==> config.mk <==
export PLATFORM = sky130hd
export DESIGN_NAME = uart_img_loader
export DESIGN_NICKNAME = d
export VERILOG_FILES = /design/src/rtl/img_pkg.sv /design/src/rtl/rgb_packer.sv /design/src/rtl/uart_img_loader.sv
export SDC_FILE = /design/constraint.sdc
export NUM_CORES = 1
export LEC_CHECK = 0
export BUFFER_PORTS_ARGS = -buffer_cell sky130_fd_sc_hd__buf_2
export CORE_MARGIN = 4
export CORE_UTILIZATION = 50
export DETAILED_ROUTE_END_ITERATION = 6
export HOLD_SLACK_MARGIN = 0.1
export PLACE_DENSITY = 0.78
export SETUP_SLACK_MARGIN = 0.4
export SLEW_MARGIN = 20
export SYNTH_ARGS = -nofsm -noshare
export SYNTH_HDL_FRONTEND = slang
export SYNTH_SLANG_ARGS = --single-unit
==> constraint.sdc <==
create_clock -name clk -period 2.3 [get_ports clk]
set_input_delay 0.575 -clock clk [delete_from_list [all_inputs] [get_ports clk]]
set_output_delay 0.575 -clock clk [all_outputs]
set_load 0.01 [all_outputs]
==> src/rtl/img_pkg.sv <==
// Shared definitions for the image link (receive loader and transmit path).
// Contents: loader state encoding, frame geometry defaults and a helper
// that maps a capture state to the byte lane it fills.
// Optional build macro GRAY_EXPAND_EN (used by the loader and packer).
package img_pkg;

  typedef enum logic [2:0] {
    S_B0   = 3'd0,
    S_B1   = 3'd1,
    S_B2   = 3'd2,
    S_WR   = 3'd3,
    S_DONE = 3'd4
  } state_t;

  localparam int unsigned BYTES_PER_PIXEL = 3;
  localparam int unsigned PIXEL_COUNT_DEF = 6767;
  localparam int unsigned ADDR_BITS_DEF   = 13;
  localparam int unsigned RAM_WIDTH_DEF   = 24;

  // Lane 0 = R (bits 23:16), lane 1 = G (15:8), lane 2 = B (7:0).
  function automatic logic [1:0] lane_of(state_t s);
    case (s)
      S_B1:    lane_of = 2'd1;
      S_B2:    lane_of = 2'd2;
      default: lane_of = 2'd0;
    endcase
  endfunction

endpackage

==> src/rtl/rgb_packer.sv <==
// Byte-lane select plus 24-bit pixel assembly register.
// Ports:
//   clk   - system clock
//   reset - asynchronous active-low reset, clears the word
//   lane  - target lane (0=R, 1=G, 2=B)
//   data  - incoming byte
//   load  - write data into the selected lane this cycle
//   word  - assembled {R,G,B} pixel
// Build macro GRAY_EXPAND_EN: a lane-0 load replicates the byte to all lanes.
module rgb_packer
  import img_pkg::*;
(
  input  logic                     clk,
  input  logic                     reset,
  input  logic [1:0]               lane,
  input  logic [7:0]               data,
  input  logic                     load,
  output logic [RAM_WIDTH_DEF-1:0] word
);

  always_ff @(posedge clk or negedge reset) begin
    if (!reset) begin
      word <= '0;
    end else if (load) begin
`ifdef GRAY_EXPAND_EN
      if (lane == 2'd0) begin
        word <= {3{data}};
      end
`else
      case (lane)
        2'd0:    word[23:16] <= data;
        2'd1:    word[15:8]  <= data;
        default: word[7:0]   <= data;
      endcase
`endif
    end
  end

endmodule

==> src/rtl/uart_img_loader.sv <==
// Receive side of the image link: pops bytes from the UART rx FIFO, packs
// them into 24-bit pixels and writes them to the image RAM at addresses
// 0..PIXEL_COUNT-1, then raises done until start or reset.
// Ports:
//   clk, reset (async active-low), start (restart pulse)
//   rx_empty, r_data  - UART FIFO status / head byte
//   rd_uart           - FIFO pop strobe
//   we, addr, wdata   - RAM write port
//   busy, done        - frame status
// Build macro GRAY_EXPAND_EN: one byte per pixel, replicated to R, G and B.
module uart_img_loader
  import img_pkg::*;
#(
  parameter int unsigned ADDR_BITS   = ADDR_BITS_DEF,
  parameter int unsigned PIXEL_COUNT = PIXEL_COUNT_DEF,
  parameter int unsigned RAM_WIDTH   = RAM_WIDTH_DEF
) (
  input  logic                 clk,
  input  logic                 reset,
  input  logic                 start,
  input  logic                 rx_empty,
  input  logic [7:0]           r_data,
  output logic                 rd_uart,
  output logic                 we,
  output logic [ADDR_BITS-1:0] addr,
  output logic [RAM_WIDTH-1:0] wdata,
  output logic                 busy,
  output logic                 done
);

  localparam logic [ADDR_BITS-1:0] LastAddr = ADDR_BITS'(PIXEL_COUNT - 1);

  state_t state;
  logic   capture;

  assign capture = (state == S_B0) || (state == S_B1) || (state == S_B2);

  // Pop and write are decoded combinationally so that start can veto them in
  // the same cycle; reset gates the pop because the reset state is a capture
  // state and the FIFO may be non-empty while reset is held.
  assign rd_uart = reset & ~start & capture & ~rx_empty;
  assign we      = reset & ~start & (state == S_WR);
  assign busy    = (state != S_DONE);
  assign done    = (state == S_DONE);

  always_ff @(posedge clk or negedge reset) begin
    if (!reset) begin
      state <= S_B0;
      addr  <= '0;
    end else if (start) begin
      state <= S_B0;
      addr  <= '0;
    end else begin
      unique case (state)
        S_B0: begin
          if (!rx_empty) begin
`ifdef GRAY_EXPAND_EN
            state <= S_WR;
`else
            state <= S_B1;
`endif
          end
        end
        S_B1: if (!rx_empty) state <= S_B2;
        S_B2: if (!rx_empty) state <= S_WR;
        S_WR: begin
          if (addr == LastAddr) begin
            state <= S_DONE;
          end else begin
            addr  <= addr + 1'b1;
            state <= S_B0;
          end
        end
        S_DONE:  state <= S_DONE;
        default: state <= S_B0;
      endcase
    end
  end

  rgb_packer u_packer (
    .clk   (clk),
    .reset (reset),
    .lane  (lane_of(state)),
    .data  (r_data),
    .load  (rd_uart),
    .word  (wdata)
  );

endmodule

==> metrics.txt <==
H-tree depth 2; Layout Skew 0.0139 ns; Initial Utilization 53.0%; Non-Filler Instances 263; footprint of the multi-input gates 801 sq um; library cells used by synthesis 35; vias in the first global route 1,318; Leak 1.19 nW; CTS root buffer clkbuf_4; Rows 21; CTS max path bufs 2; DR pass1 iterations 4; CP required 1.73 ns; post-DP HPWL 2870 um; flops & latches, synth 40; path type of the worst min-delay path primary input to asynchronous set/reset pin; Inst Count DP 243; diodes inserted 0; # DRC 0; Initial DRC Count 58; status finished, final reports clean; Seq/Total Area, Yosys 55.3%; final hold slack 0.300 ns; first-pass GRT wire length 6290 um; WL final 4030 um; routed vias/inst 5.33; initial antenna violation count 0; I/O pins 53; Avg WL per Cell 15.3 um; Die Wd 68.2 um; core area 3420 sq um; crit path launch type register; Port Buffer Count 52; ys flop type dfrtp_1; Post-Syn Instances 145; total gr overflow 0; crit path DAT 1.44 ns; Fillers 276; synth-to-layout area growth 29.6%; CP Max Fanout 5; Syn Area/Cell 12.5 sq um; Highest Clock Rate 496 MHz; Die Y 68.2 um; GRT Overall Usage 18.5%; DIE AREA 4650 sq um; R2R setup slack 0.52 ns; RSZ-0062 raised after global routing true; number of synthesized flops with an enable pin 0; total CTS buffers 5; CTS tree done; final setup TNS 0 ns; Slew Viols, Final 0; via count 1,403; post-route ant nets 0; Worst-Skew Late Latency 0.35 ns; Final nets 230; setup violators final 0; Power per Cell Area 715 nW/um^2; max_slew headroom 73.5%; Max-Cap Viols 0; Synthesis Warnings 0; Post-synth ARST share 100%; Seq. cell area 1010 sq um; fin worst setup slack 0.284 ns; Fin. Hold Viols 0; share of cells above drive strength 1 53.0%; Reg clk slew, reported paths 0.12 ns; Peak supply drop 565 uV; Mapped Area 1810 sq um; syn_nets 159; Tmin final 2.02 ns; CP Class register to output pin; largest net degree at the start of global routing 34; CP Capture Type output pin; final period utilization 87.6%; clk sinks 40; global placement routability congestion 0.890; Worst-Margin Slew 0.391 ns; Place WS 0.317 ns
cells in the final DEF, fill, tap and decap left out, types with 2 or more instances in the layout:
| master | instances |
|---|---|
| buf_2 | 52 |
| a21oi_1 | 6 |
| nor3_1 | 5 |
| nor2_1 | 11 |
| inv_1 | 4 |
| dfrtp_2 | 4 |
| dfrtp_1 | 36 |
| nand3_1 | 4 |
| nor4_1 | 5 |
| nand4_1 | 3 |
| nor2b_1 | 3 |
| ha_1 | 2 |
| nand2_2 | 4 |
| clkbuf_4 | 5 |
| xnor2_1 | 8 |
| buf_4 | 14 |
| nand2_1 | 4 |
| mux2_2 | 24 |
timing repair:
item	CTS	global route
gates resized for setup	5	4
setup buffers	4	7
cloned	0	0
hold buffers	1	0
endpoints found under the hold margin	7	0
pin swaps	0	2
setup endpoints to repair	4	5
where the power goes:
group | total, mW | switching (mW) | internal [mW]
Combinational | 0.329 | 0.160 | 0.169
Sequential | 0.860 | 0.0545 | 0.805
Clock | 0.488 | 0.228 | 0.261
Total | 1.68 | 0.443 | 1.23
registers in the layout, summed over array words and instances, names as in the netlist:
signal / cells
addr: 13
state: 3
u_packer.word: 24
final cells by class:
class | count | share of cell area, %
Sequential cell | 40 | 42.9
Timing Repair Buffer | 67 | 16.0
Inverter | 4 | 0.640
Multi-Input combinational cell | 98 | 34.2
Tap cell | 46 | 2.45
Clock buffer | 6 | 2.19
Clock inverter | 2 | 1.65
path summary, 6_finish.rpt:
check / start / endpoint / cells after the start
setup / recovery: state[2] / we / 4
hold / removal: reset / u_packer.word[6] / 2
setup reg to reg: addr[0] / addr[3] / 6
hold reg to reg: u_packer.word[19] / u_packer.word[19] / 1
max in group asynchronous: reset / addr[0] / 2
min in group clk: r_data[1] / u_packer.word[17] / 2
cells by family (layout without fill, tap and decap cells):
kind of cell	Yosys count	count (layout)	share of synthesized area, %
compound gates	12	12	4.08
simple gates	51	51	17.8
buf+inv	7	79	1.94
flops	40	40	55.3
xor+xnor	8	8	3.87
fa+ha+maj	2	2	1.38
mux	25	25	15.6
synthesized netlist by cell type (all sizes together), types with 3 or more instances:
| cell type | instances | share of area, % |
|---|---|---|
| a21oi | 6 | 1.7 |
| inv | 4 | 0.83 |
| nand2 | 8 | 2.1 |
| nor3 | 5 | 1.4 |
| nand3 | 4 | 1.1 |
| nor4 | 5 | 1.7 |
| nand4 | 3 | 1.0 |
| nor2 | 12 | 2.5 |
| xnor2 | 8 | 3.9 |
| dfrtp | 40 | 55 |
| mux2 | 25 | 16 |
| nor2b | 3 | 1.0 |
worst max-delay path: stages, from the launching register on:
cell and delay [ns]:
dfrtp_2 0.46, buf_4 0.14, nand3b_4 0.18, nor3b_2 0.17, buf_2 0.15
per-stage QoR:
| stage | cell area, sq um | power, mW | utilization [%] |
|---|---|---|---|
| 3_5_place_dp | 2130 | 1.19 | 62.5 |
| 2_1_floorplan | 1810 | 1.03 | - |
| 3_3_place_gp | 2130 | 1.17 | 62.5 |
| 6_report | 2340 | 1.68 | 68.6 |
| 4_1_cts | 2280 | 1.68 | 66.7 |
| 5_1_grt | 2340 | 1.77 | 68.6 |
metal layers:
metal	share of wire, %	vias up	global-route usage, %
met5	0	-	0
met4	0.94	0	5.71
met3	5.7	4	6.40
met2	51	44	30.6
met1	42	695	22.8
li1	-	660	-
(Power assumes the default switching activity.)
